===== src/rtl/fetch_stage.sv =====
// Instruction fetch stage: owns the PC, issues word fetches, and buffers up to two
// (pc, instr) pairs ahead of the IF/ID register across the 1-cycle memory latency.
module fetch_stage #(
    parameter logic [31:0] RESET_PC  = 32'h0000_0000,
    parameter logic [31:0] NOP_INSTR = 32'h0000_0013
) (
    input  logic        clock,
    input  logic        reset,
    input  logic        stall,
    input  logic        redirect_valid,
    input  logic [31:0] redirect_pc,
    output logic        imem_req,
    output logic [31:0] imem_addr,
    input  logic        imem_gnt,
    input  logic        imem_rvalid,
    input  logic [31:0] imem_rdata,
    output logic        fetch_valid,
    output logic [31:0] fetch_pc,
    output logic [31:0] fetch_instr
);

    localparam logic [0:0] StBoot = 1'b0;
    localparam logic [0:0] StRun  = 1'b1;

    logic [0:0]  state_q, state_d;
    logic [31:0] pc_next_q, pc_next_d;
    logic        rd_ptr_q, rd_ptr_d;
    logic        wr_ptr_q, wr_ptr_d;
    logic [1:0]  count_q, count_d;
    logic        inflight_q, inflight_d;
    logic [31:0] inflight_pc_q, inflight_pc_d;
    logic        kill_q, kill_d;
    logic [31:0] buf_pc_q    [2];
    logic [31:0] buf_instr_q [2];

    logic       pop;
    logic       grant;
    logic       write;
    logic [2:0] occupancy;
    logic       unused_redirect_bits;

    assign unused_redirect_bits = ^redirect_pc[1:0];

    assign fetch_valid = (count_q != 2'd0);
    assign pop         = fetch_valid && !stall && !redirect_valid;
    assign occupancy   = {1'b0, count_q} + {2'b00, inflight_q};

    // Outstanding work (buffered + in flight) after this cycle's pop must stay below 2,
    // so a returning response always has a free slot.
    assign imem_req  = (state_q == StRun) && !redirect_valid
                       && (occupancy < (3'd2 + {2'b00, pop}));
    assign imem_addr = pc_next_q;
    assign grant     = imem_req && imem_gnt;
    assign write     = inflight_q && imem_rvalid && !kill_q && !redirect_valid;

    assign fetch_pc    = fetch_valid ? buf_pc_q[rd_ptr_q]    : 32'h0;
    assign fetch_instr = fetch_valid ? buf_instr_q[rd_ptr_q] : NOP_INSTR;

    always_comb begin
        state_d       = StRun;
        pc_next_d     = pc_next_q;
        rd_ptr_d      = rd_ptr_q;
        wr_ptr_d      = wr_ptr_q;
        count_d       = count_q;
        inflight_d    = grant;
        inflight_pc_d = inflight_pc_q;
        kill_d        = kill_q;

        if (redirect_valid) begin
            pc_next_d = {redirect_pc[31:2], 2'b00};
            rd_ptr_d  = 1'b0;
            wr_ptr_d  = 1'b0;
            count_d   = 2'd0;
            if (inflight_q) begin
                kill_d = 1'b1;
            end
        end else begin
            if (grant) begin
                inflight_pc_d = pc_next_q;
                kill_d        = 1'b0;
                pc_next_d     = pc_next_q + 32'd4;
            end
            if (write) begin
                wr_ptr_d = ~wr_ptr_q;
            end
            if (pop) begin
                rd_ptr_d = ~rd_ptr_q;
            end
            case ({write, pop})
                2'b10:   count_d = count_q + 2'd1;
                2'b01:   count_d = count_q - 2'd1;
                default: count_d = count_q;
            endcase
        end
    end

    always_ff @(posedge clock or posedge reset) begin
        if (reset) begin
            state_q       <= StBoot;
            pc_next_q     <= RESET_PC;
            rd_ptr_q      <= 1'b0;
            wr_ptr_q      <= 1'b0;
            count_q       <= 2'd0;
            inflight_q    <= 1'b0;
            inflight_pc_q <= 32'h0;
            kill_q        <= 1'b0;
        end else begin
            state_q       <= state_d;
            pc_next_q     <= pc_next_d;
            rd_ptr_q      <= rd_ptr_d;
            wr_ptr_q      <= wr_ptr_d;
            count_q       <= count_d;
            inflight_q    <= inflight_d;
            inflight_pc_q <= inflight_pc_d;
            kill_q        <= kill_d;
        end
    end

    always_ff @(posedge clock or posedge reset) begin
        if (reset) begin
            buf_pc_q[0]    <= 32'h0;
            buf_pc_q[1]    <= 32'h0;
            buf_instr_q[0] <= NOP_INSTR;
            buf_instr_q[1] <= NOP_INSTR;
        end else if (write) begin
            buf_pc_q[wr_ptr_q]    <= inflight_pc_q;
            buf_instr_q[wr_ptr_q] <= imem_rdata;
        end
    end

endmodule


===== config.mk =====
export PLATFORM = sky130hd
export DESIGN_NAME = fetch_stage
export DESIGN_NICKNAME = d
export VERILOG_FILES = /design/src/rtl/fetch_stage.sv
export SDC_FILE = /design/constraint.sdc
export NUM_CORES = 1
export LEC_CHECK = 0
export ABC_AREA = 1
export ABC_CLOCK_PERIOD_IN_PS = 6900
export CORE_UTILIZATION = 31
export CTS_CLUSTER_SIZE = 14
export DETAILED_ROUTE_END_ITERATION = 10
export DONT_BUFFER_PORTS = 1
export PLACE_DENSITY_LB_ADDON = 0.3
export RECOVER_POWER = 50
export SLEW_MARGIN = 20
export SYNTH_ARGS = -nofsm -noshare
export SYNTH_HDL_FRONTEND = slang
export SYNTH_SLANG_ARGS = --single-unit
export TNS_END_PERCENT = 50

===== constraint.sdc =====
create_clock -name clock -period 6.9 [get_ports clock]
set_clock_uncertainty 0.1 [all_clocks]
set_input_delay 0.69 -clock clock [delete_from_list [all_inputs] [get_ports clock]]
set_output_delay 0.69 -clock clock [all_outputs]
set_load 0.02 [all_outputs]

# [Yosys cells after proc, flatten, opt, wreduce, memory -nomap -nowiden]
# Index checks and enable logic that the tools add are counted.
[word_totals] word_cells=71 out_inout_bits=98 register_bits=199 input_bits=70
[classes] bitwise=5 n_reduce_logical=19 n_eq_ne=3 order_cmp=4 add_sub_neg=5 n_mux=23
[ops] op="$mux 32" n=11
[ops] op="$bwmux 64" n=2
[ops] op="$add 32x3->32 const B" n=1
[ops] op="$demux 32 s1" n=1
[ops] op="$logic_and 1x1->1" n=9
[ops] op="$reduce_bool 2->1" n=4
[ops] op="$mux 1" n=7
[ops] op="$ge 2x2->1 const B" n=2
[ops] op="$not 1->2" n=2
[ops] op="$pmux 2 s2" n=1
[ops] op="$reduce_and 2->1" n=2
[ops] op="$add 2x1->3" n=1
[ops] op="$add 2x1->3 const A" n=1
[ops] op="$logic_not 1->1" n=3
[ops] op="$lt 3x3->1" n=1
[ops] op="$not 1->1" n=3
[ops] op="$reduce_bool 3->1" n=1
[ops] op="$add 2x1->2 const B" n=1
[ops] op="$eq 2x1->1 const B" n=1
[ops] op="$eq 2x2->1 const B" n=1
[ops] op="$lt 2x1->1 const B" n=1
[ops] op="$mux 2" n=1
[ops] op="$ne 2x1->1 const B" n=1
[ops] op="$sub 2x1->2 const B" n=1

# [Depth between registers and ports, before layout]
# Gate-level depths: netlist of the first run.
[depth] depth_word=9 ltp_mapped=10 mapped_depth_nobuf=10

# [Worst setup path before layout of the first run]
# OpenSTA, ideal clock, no wires.
[synth_path] kind="register to output" start="register rd_ptr_q" end="output port fetch_instr[25]" required_ns=6.110 arrival_ns=1.298 path_buffers=2 path_stages_with_launch=6 slack_ns=4.812 cell_sequence="dfrtp_1 > buf_2 > inv_2 > clkbuf_1 > nand2_1 > a21oi_1"
[synth_via] elab_chain_cells=5
[synth_rtl] element="start: declaration" line="27" rtl="logic rd_ptr_q, rd_ptr_d;"
[synth_rtl] element="start signal: assignment" line="110" rtl="rd_ptr_q <= rd_ptr_d;"
[synth_rtl] element="$not 1->2 (implied by the code)" line="57" rtl="assign fetch_instr = fetch_valid ? buf_instr_q[rd_ptr_q] : NOP_INSTR;"
[synth_rtl] element="$mux 32 (implied by the code) (3 in series)" line="57"
[synth_rtl] element="$mux 32" line="57"
[synth_rtl] element="end: declaration" line="19" rtl="output logic [31:0] fetch_instr"
# No other way between the ends. The select of a mux whose other input is x is not followed.

# [Final worst setup path of the first run]
[layout_path] start="register rd_ptr_q" end="output port fetch_pc[19]"
[layout_via] elab_chain_cells=5
[layout_rtl] element="$not 1->2 (implied by the code)" line="56" rtl="assign fetch_pc = fetch_valid ? buf_pc_q[rd_ptr_q] : 32'h0;"
[layout_rtl] element="$mux 32 (implied by the code) (3 in series)" line="56"
[layout_rtl] element="$mux 32" line="56"
[layout_rtl] element="end: declaration" line="18" rtl="output logic [31:0] fetch_pc,"
# No other way between the ends. The select of a mux whose other input is x is not followed.

==> flow_summary_export.csv, run 1 <==
group,metric,value,unit
route,wl_per_cell,15.2,um
logic_synthesis,ys_ff_latch,191,
cts,cts_tree,"yes",
global_route,grt_max_degree,123,
cts,post_cts_buffers,0,
die,initial_core_util,31.7,%
die,die-height,176,um
power_and_ir_drop,p_seq_share,49.2,%
cts,cts-buffers-inserted,17,
timing,setup_viol,0,
finish,final_common_cell,"nand2_1",
global_route,grt_usage,16.2,%
power_and_ir_drop,swShare,33.8,%
die,ios,168,
logic_synthesis,synth_ff_type,"dfrtp_1",
finish,diodes,0,
global_route,first_global_vias,7147,
logic_synthesis,avgSynthCellArea,7.75,um2
logic_synthesis,synth_edf_count,0,
cts,hold_buffers,0,
cts,clock-sinks,191,
timing,period_minus_slack,3.55,ns
power_and_ir_drop,p_total,2900,uW
cts,htree_num_levels,4,
worst_setup_path,cp_max_fo,35,
timing,rsz0062_at_grt,"no",
placement,routabilityCongestion,0.809,
placement,port_buffers,0,
timing,clock.fmax,0.282,GHz
power_and_ir_drop,p_per_area,286,mW/mm2
placement,dp.cells,1548,
worst_setup_path,slowest_delay,0.57,ns
route,drc,0,
worst_setup_path,cpLargestDelayFamily,"buffers and inverters",
timing,slew_headroom,29.0,%
power_and_ir_drop,power_switching,982,uW
finish,final_cells,1580,
finish,final_layout_size_suffix_gt1_share,7.82,%
power_and_ir_drop,vdd_drop_max,0.143,mV
worst_setup_path,path_cells,"buf_4 -> inv_2 -> buf_4 -> nand2_1 -> a21oi_1",
worst_setup_path,worst_path_max_delay_cell,"inv_2",
global_route,grt_pass1_wl,39.2,mm
logic_synthesis,synthArstFlopShare,100,%
timing,finalMaxSlewViolations,0,
finish,final_cell_mix,"nand2_1, dfrtp_1, o21ai_0, inv_1, nand3_1",
route,viasPerCell,4.71,
route,vias,7445,
route,detail_route.iter0.violations,570,
worst_setup_path,startpoint_type,"register",
global_route,grt-ovfl-total,0,
finish,utilization,34.1,%
global_route,antenna_found_initial,0,
timing,period_share,51.5,%
worst_setup_path,crit_type,"reg -> out",
die,die_w,176,um
finish,nets,1250,
logic_synthesis,synth_area,0.00941,mm2
logic_synthesis,ys_seq_area_share,50.9,%
die,num_rows,63,
cts,cts_root_buf,"clkbuf_16",
finish,area_delta_synth_final,7.74,%
logic_synthesis,netlist_instances,1214,
run,maxCapViolCount,0,
timing,finalSetupTns,0,ns
die,die_area,0.0310,mm2
timing,finalHoldViolations,0,
cts,cts_resized,0,
route,drtAntennaViolNets,0,
logic_synthesis,ys_types,29,
logic_synthesis,yosysWarnings,0,
power_and_ir_drop,p_comb_share,16.8,%
hold_path,hold_class,"in -> async",
run_status,status,"completed",
power_and_ir_drop,power_leakage,0.00474,uW
cts,clk_latency,0.44,ns
die,core,0.0297,mm2
power_and_ir_drop,clkPwrFrac,34.0,%
route,firstDrtPassIters,5,
worst_setup_path,timing.critical_path.buf_inv,3,
worst_setup_path,regToRegSetupSlack,3.98,ns
cts,cts_buffer_depth,2,
power_and_ir_drop,power.internal,1920,uW
worst_setup_path,critical_path_required,6.11,ns
placement,dpl.hpwl,15.9,mm
worst_setup_path,worstSetupEndpointType,"primary output",
route,drt-total-wl,24.1,mm
timing,worst_slew_pin_slew,1.06,ns
cts,cts.reportedPaths.clkPinSlew,0.08,ns
worst_setup_path,crit_top_cell,"buf_4",
worst_setup_path,arrival,2.76,ns
==> final cells by class <==
class,instances,area (um2)
Timing Repair Buffer,8,60.1
Inverter,127,489
Tap cell,390,488
Fill cell,3170,19600
Clock inverter,14,136
Multi-Input combinational cell,832,3730
Sequential cell,191,4790
Clock buffer,18,439
==> state kept, by name, indices dropped and copies added (netlist names) <==
name           count
rd_ptr_q           1
inflight_pc_q     30
buf_pc_q          60
kill_q             1
inflight_q         1
count_q            2
imem_addr         30
state_q            1
wr_ptr_q           1
buf_instr_q       64
==> synth_stat cells (5+ instances only) <==
cell type / n / share of area (%)
nand2_1: 447 / 18
dfrtp_1: 185 / 49
o21ai_0: 149 / 7.9
inv_1: 118 / 4.7
nand3_1: 80 / 4.3
a21oi_1: 61 / 3.2
nor2_1: 42 / 1.7
clkbuf_1: 33 / 1.3
o21ai_2: 20 / 1.9
buf_2: 15 / 0.80
buf_6: 9 / 1.1
inv_2: 8 / 0.32
buf_4: 6 / 0.48
dfstp_2: 6 / 1.7
nand2_2: 6 / 0.40
nor2_4: 5 / 0.60
==> metal layers <==
metal | global-route usage, % | share of wire [%] | vias to the layer above
li1 | - | - | 3752
met1 | 22.8 | 49 | 3491
met2 | 25.5 | 45 | 193
met3 | 2.95 | 5.4 | 9
met4 | 3.80 | 0.77 | 0
met5 | 0 | 0 | -
==> path summary, 6_finish.rpt <==
| kind | start | end | cells past startpoint |
|---|---|---|---|
| min in group clock | redirect_pc[10] | imem_addr[10] | 2 |
| max reg2reg | count_q[1] | imem_addr[8] | 9 |
| max | rd_ptr_q | fetch_pc[19] | 5 |
| min reg2reg | buf_instr_q[23] | buf_instr_q[23] | 2 |
| max in group asynchronous | reset | buf_pc_q[38] | 2 |
| min | reset | imem_addr[25] | 1 |
==> logic make-up (layout without fill, tap and decap cells) <==
logic type      after synthesis  count (layout)  synth area share, %
simple gates                593             593                 26.2
compound gates              231             231                 13.1
buf+inv                     194             167                 9.38
flops                       191             191                 50.9
fa+ha+maj                     3               3                0.399
other cells                   2               5               0.0798
==> power groups by stage <==
stage | Sequential, uW | Clock, uW | Combinational [uW]
2_1_floorplan | 1410 | 0 | 407
3_3_place_gp | 1450 | 0 | 491
3_5_place_dp | 1450 | 0 | 501
4_1_cts | 1430 | 1020 | 503
5_1_grt | 1460 | 1070 | 566
6_report | 1430 | 988 | 488
==> metrics by stage <==
| stage | setup WS (ns) | area, um2 | hold slack (ns) |
|---|---|---|---|
| finish | 3.35 | 10100 | 0.159 |
| global route | 3.19 | 10100 | 0.205 |
| CTS | 3.26 | 10200 | 0.194 |
| detailed placement | 3.75 | 9590 | 0.372 |
| global placement | 3.77 | 9590 | 0.365 |
| floorplan | 0.921 | 9420 | 0.353 |
Note: power is estimated with default switching activity, not from simulation.
==> run 2: changes to the inputs <==
ABC_CLOCK_PERIOD_IN_PS = 3350   (was 6900)
clock period = 3.35 ns   (was 6.9 ns; I/O delays follow)
==> flow_summary_export.csv, run 2 (synthesis gave the netlist of run 1 again) <==
group,metric,value,unit
cts,cts_root_buf,"clkbuf_16",
route,drt-total-wl,25.0,mm
route,drtAntennaViolNets,0,
finish,multiInputGateArea,0.00375,mm2
cts,post_cts_buffers,0,
finish,final_cell_mix,"nand2_1, dfrtp_1, o21ai_0, inv_1, nand3_1",
die,num_rows,63,
global_route,grtUsageMet1,22.5,%
finish,final-seq-area,0.00479,mm2
timing,clock.fmax,0.349,GHz
cts,cts_buffer_depth,2,
power_and_ir_drop,p_per_area,555,mW/mm2
die,die-height,176,um
route,vias,7780,
timing,slew_headroom,-30.4,%
worst_setup_path,regToRegSetupSlack,0.49,ns
global_route,globalRoute.busiestLayer,"met2",
route,viasPerCell,4.64,
timing,setup_viol,0,
worst_setup_path,rr_worst_depth,7,
timing,worst_slew_pin_slew,1.95,ns
run_status,status,"finished with violations",
hold_path,holdPathStages,3,
power_and_ir_drop,vdd_drop_max,0.316,mV
timing,finalMaxSlewViolations,61,
cts,clk_latency,0.44,ns
finish,reg_top3,"buf_instr_q x64, buf_pc_q x60",
timing,hold_slack,0.00842,ns
placement,dp.cells,1566,
global_route,grt_usage,16.4,%
finish,top_register,"buf_instr_q",
finish,final_cells,1676,
timing,finalHoldViolations,0,
worst_setup_path,startpoint_type,"register",
run_status,violations,"max-capacitance violations, max-slew violations",
finish,final_layout_size_suffix_gt1_share,8.71,%
power_and_ir_drop,power_leakage,0.00516,uW
hold_path,hold_path.startpoint,"redirect_valid",
placement,port_buffers,0,
finish,largest_register_ffs,64,
route,detail_route.iter0.violations,527,
finish,area_delta_synth_final,18.4,%
worst_setup_path,crit_type,"reg -> reg",
die,ios,168,
global_route,antenna_found_initial,0,
finish,final_common_cell,"nand2_1",
timing,rsz0062_at_grt,"no",
timing,period_share,85.5,%
die,die_w,176,um
hold_path,min_to,"wr_ptr_q",
route,wl_per_cell,14.9,um
cts,cts.reportedPaths.clkPinSlew,0.07,ns
worst_setup_path,reg2reg_to,"buf_pc_q[27]",
finish,nets,1346,
global_route,met2_usage,26.4,%
finish,final.fill_count,3048,
die,initial_core_util,31.7,%
worst_setup_path,cp_max_fo,64,
global_route,first_global_vias,7403,
placement,routabilityCongestion,0.853,
route,drc,0,
worst_setup_path,critical_path_required,3.55,ns
cts,cts-buffers-inserted,17,
global_route,use_met3,3.60,%
timing,period_minus_slack,2.86,ns
timing,finalSetupTns,0,ns
worst_setup_path,r2r_start,"kill_q",
global_route,grt_pass1_wl,39.9,mm
worst_setup_path,worstSetupEndpointType,"register",
global_route,grt-ovfl-total,0,
worst_setup_path,crit_start,"kill_q",
cts,clock-sinks,191,
worst_setup_path,arrival,3.07,ns
die,die_area,0.0310,mm2
placement,dpl.hpwl,16.5,mm
cts,cts_tree,"yes",
global_route,grt_max_degree,70,
cts,htree_num_levels,4,
finish,diodes,0,
die,core,0.0297,mm2
route,firstDrtPassIters,4,
hold_path,hold_class,"in -> reg",
run,maxCapViolCount,1,
-- run 2: changes by cell type in the layout (fill, tap and decap cells not counted), sizes merged --
cell         change
dlygate4sd3     +78
buf             +15
inv              -5
clkbuf           +3
bufinv           +2
clkinvlp         +2
clkinv           +1
-- run 2: area by class of cell --
cell class / instances / share of cell area, %
flip-flops and latches: 191 / 43.0
multi-input cells: 832 / 33.7
repair buffers: 104 / 9.13
well taps: 390 / 4.38
inverters: 127 / 4.34
clock buffers: 18 / 3.94
clock inverters: 14 / 1.53
-- run 2: how the worst max path moves through the flow --
stage	endpoint	slack (ns)	cells past startpoint
floorplan	buf_instr_q[10]	0.46	1
global placement	fetch_pc[16]	0.96	3
detailed placement	fetch_pc[16]	0.95	3
CTS	fetch_pc[16]	0.47	3
global route	buf_pc_q[8]	0.21	7
finish	buf_pc_q[27]	0.49	7
-- run 2: where the power goes --
| part | internal, uW | switching (uW) |
|---|---|---|
| Clock | 1150 | 973 |
| Sequential | 2650 | 306 |
| Combinational | 377 | 730 |
| Total | 4170 | 2010 |
-- run 2: repair_timing --
action | in CTS | in global routing
setup endpoints to repair | 0 | 0
hold endpoints to repair | 114 | 0
gates resized for setup | 0 | 0
hold buffers | 78 | 0
-- run 2: per-layer routing --
layer | vias up | share of wire [%]
met2 | 182 | 47
met1 | 3641 | 47
met5 | - | 0
li1 | 3944 | -
met3 | 13 | 5.1
met4 | 0 | 0.80
-- run 2: critical path, cell delays in order, from the launching register on --
cell and delay (ns):
dfrtp_1 0.36, inv_1 0.06, nand3_1 0.11, inv_1 0.15, nand2_1 1.10, buf_12 0.64, nand2_1 0.10, o21ai_0 0.09
-- run 2: metrics by stage --
| step | power, uW | util, % | area, um2 | setup WS [ns] |
|---|---|---|---|---|
| 6_report | 6180 | 37.5 | 11100 | 0.486 |
| 5_1_grt | 6570 | 37.5 | 11100 | 0.215 |
| 4_1_cts | 6290 | 37.6 | 11200 | 0.465 |
| 3_5_place_dp | 4050 | 32.9 | 9780 | 0.954 |
| 3_3_place_gp | 4020 | 32.9 | 9780 | 0.956 |
| 2_1_floorplan | 3750 | - | 9420 | 0.457 |
==> run 3: changes to the inputs <==
--- a/config.mk
+++ b/config.mk
@@ -10,2 +10,3 @@
 export CORE_UTILIZATION = 31
+export CTS_BUF_LIST = sky130_fd_sc_hd__clkbuf_2 sky130_fd_sc_hd__clkbuf_4 sky130_fd_sc_hd__clkbuf_8
 export CTS_CLUSTER_SIZE = 14
--- a/constraint.sdc
+++ b/constraint.sdc
@@ -4,2 +4,2 @@
 set_output_delay 0.335 -clock clock [all_outputs]
-set_load 0.02 [all_outputs]
+set_load 0.1 [all_outputs]
==> flow_summary_export.csv, run 3 (synthesis gave the netlist of run 1 again) <==
group,metric,value,unit
run_status,status,"finished with violations",
run_status,violations,"max-capacitance violations",
power_and_ir_drop,clkPwrFrac,21.9,%
cts,cts_buffer_depth,2,
timing,worst_slew_pin_slew,1.50,ns
power_and_ir_drop,power_switching,2880,uW
power_and_ir_drop,power_leakage,0.00549,uW
timing,finalMaxSlewViolations,0,
die,die_area,0.0310,mm2
die,initial_core_util,31.7,%
worst_setup_path,startpoint_type,"register",
cts,clock-sinks,191,
placement,dpl_cell_area,0.0113,mm2
timing,finalSetupTns,0,ns
power_and_ir_drop,p_per_area,556,mW/mm2
worst_setup_path,crit_type,"reg -> out",
finish,reg_top3,"buf_instr_q x64, buf_pc_q x60",
power_and_ir_drop,p_total,6800,uW
worst_setup_path,worst_path_max_delay_cell,"dfrtp_2",
global_route,grt_pass1_wl,40.8,mm
route,firstDrtPassIters,5,
power_and_ir_drop,p_seq_share,42.0,%
worst_setup_path,regToRegSetupSlack,0.45,ns
timing,clock.fmax,0.341,GHz
finish,final_cell_mix,"nand2_1, dfrtp_1, o21ai_0, inv_1, nand3_1",
placement,routabilityCongestion,0.837,
die,num_rows,63,
power_and_ir_drop,p_comb_share,36.1,%
finish,final_layout_size_suffix_gt1_share,16.3,%
power_and_ir_drop,vdd_drop_max,0.285,mV
cts,clk_latency,0.46,ns
cts,cts_root_buf,"clkbuf_8",
cts,cts.reportedPaths.clkPinSlew,0.11,ns
route,drt-total-wl,24.9,mm
hold_path,hold_class,"in -> reg",
run,maxCapViolCount,1,
global_route,grt-ovfl-total,0,
finish,utilization,41.2,%
worst_setup_path,worstSetupEndpointType,"primary output",
finish,area_delta_synth_final,30.1,%
timing,period_share,87.5,%
route,maxUsedRoutingLayer,"met4",
worst_setup_path,slowest_delay,0.68,ns
finish,fin_area,0.0122,mm2
power_and_ir_drop,power.internal,3920,uW
route,drtAntennaViolNets,0,
route,drc,0,
die,die-height,176,um
die,die_w,176,um
worst_setup_path,cp_max_fo,43,
route,met2WireLength,11.6,mm
timing,setup_viol,0,
placement,port_buffers,0,
die,ios,168,
finish,largest_register_ffs,64,
timing,rsz0062_at_grt,"no",
timing,slew_headroom,0.0735,%
finish,nets,1414,
placement,dpl.hpwl,16.5,mm
power_and_ir_drop,swShare,42.4,%
finish,diodes,0,
route,viasPerCell,4.61,
cts,cts_tree,"yes",
global_route,antenna_found_initial,0,
timing,finalHoldViolations,0,
global_route,grt_usage,16.7,%
timing,hold_slack,0.0267,ns
cts,cts-buffers-inserted,17,
route,vias,8043,
route,wl_met1,11.8,mm
worst_setup_path,path_cells,"inv_2 -> buf_12 -> buf_4 -> nand2_1 -> a21oi_2 -> buf_12",
route,wl_per_cell,14.3,um
worst_setup_path,arrival,2.50,ns
finish,top_register,"buf_instr_q",
route,detail_route.iter0.violations,459,
worst_setup_path,crit_top_cell,"buf_12",
timing,period_minus_slack,2.93,ns
worst_setup_path,critical_path_required,2.91,ns
die,core,0.0297,mm2
route,met3WireLength,1.24,mm
global_route,grt_max_degree,103,
global_route,first_global_vias,7792,
finish,final_common_cell,"nand2_1",
cts,htree_num_levels,4,
## run 3: final cells by class
type / instances / area, um2
Tap cell: 390 / 488
Timing Repair Buffer: 172 / 2140
Clock inverter: 13 / 116
Fill cell: 3027 / 17500
Clock buffer: 19 / 255
Multi-Input combinational cell: 832 / 3970
Sequential cell: 191 / 4790
Inverter: 127 / 484
## run 3: what timing repair did
| item | CTS | global route |
|---|---|---|
| setup buffers | 0 | 0 |
| hold buffers | 70 | 0 |
| resized for setup | 0 | 0 |
| endpoints found under the hold margin | 106 | 0 |
## run 3: final timing paths
path / from / end / cells past startpoint
setup / recovery: rd_ptr_q / fetch_instr[23] / 6
hold / removal: redirect_valid / imem_addr[2] / 4
setup reg to reg: imem_addr[9] / imem_addr[17] / 8
hold reg to reg: buf_pc_q[49] / buf_pc_q[49] / 2
max in group asynchronous: reset / rd_ptr_q / 3
min in group asynchronous: reset / imem_addr[17] / 2
## run 3: critical path: cells and delay by family, from the launching register on
family,cells,cell delay (ns)
compound gates,1,0.18
buf+inv,4,1.10
flops,1,0.68
simple gates,1,0.06
## run 3: per-stage QoR
step	instances	setup WS [ns]
2_1_floorplan	1217	0.303
3_3_place_gp	1642	0.853
3_5_place_dp	1642	0.857
4_1_cts	1744	0.305
5_1_grt	1744	0.204
6_report	1744	0.420
## run 3: power by group through the flow
| stage | Sequential [uW] | Combinational, uW | Clock, uW |
|---|---|---|---|
| after floorplan | 3170 | 1410 | 0 |
| after global placement | 2900 | 2420 | 0 |
| after detailed placement | 2910 | 2440 | 0 |
| after CTS | 2860 | 2520 | 1550 |
| after global routing | 2910 | 2650 | 1630 |
| final | 2860 | 2460 | 1490 |
## run 3: metal layers
metal,track usage [%],up-vias
met2,26.8,194
li1,-,4063
met4,4.31,0
met3,3.51,15
met5,0,-
met1,22.8,3771
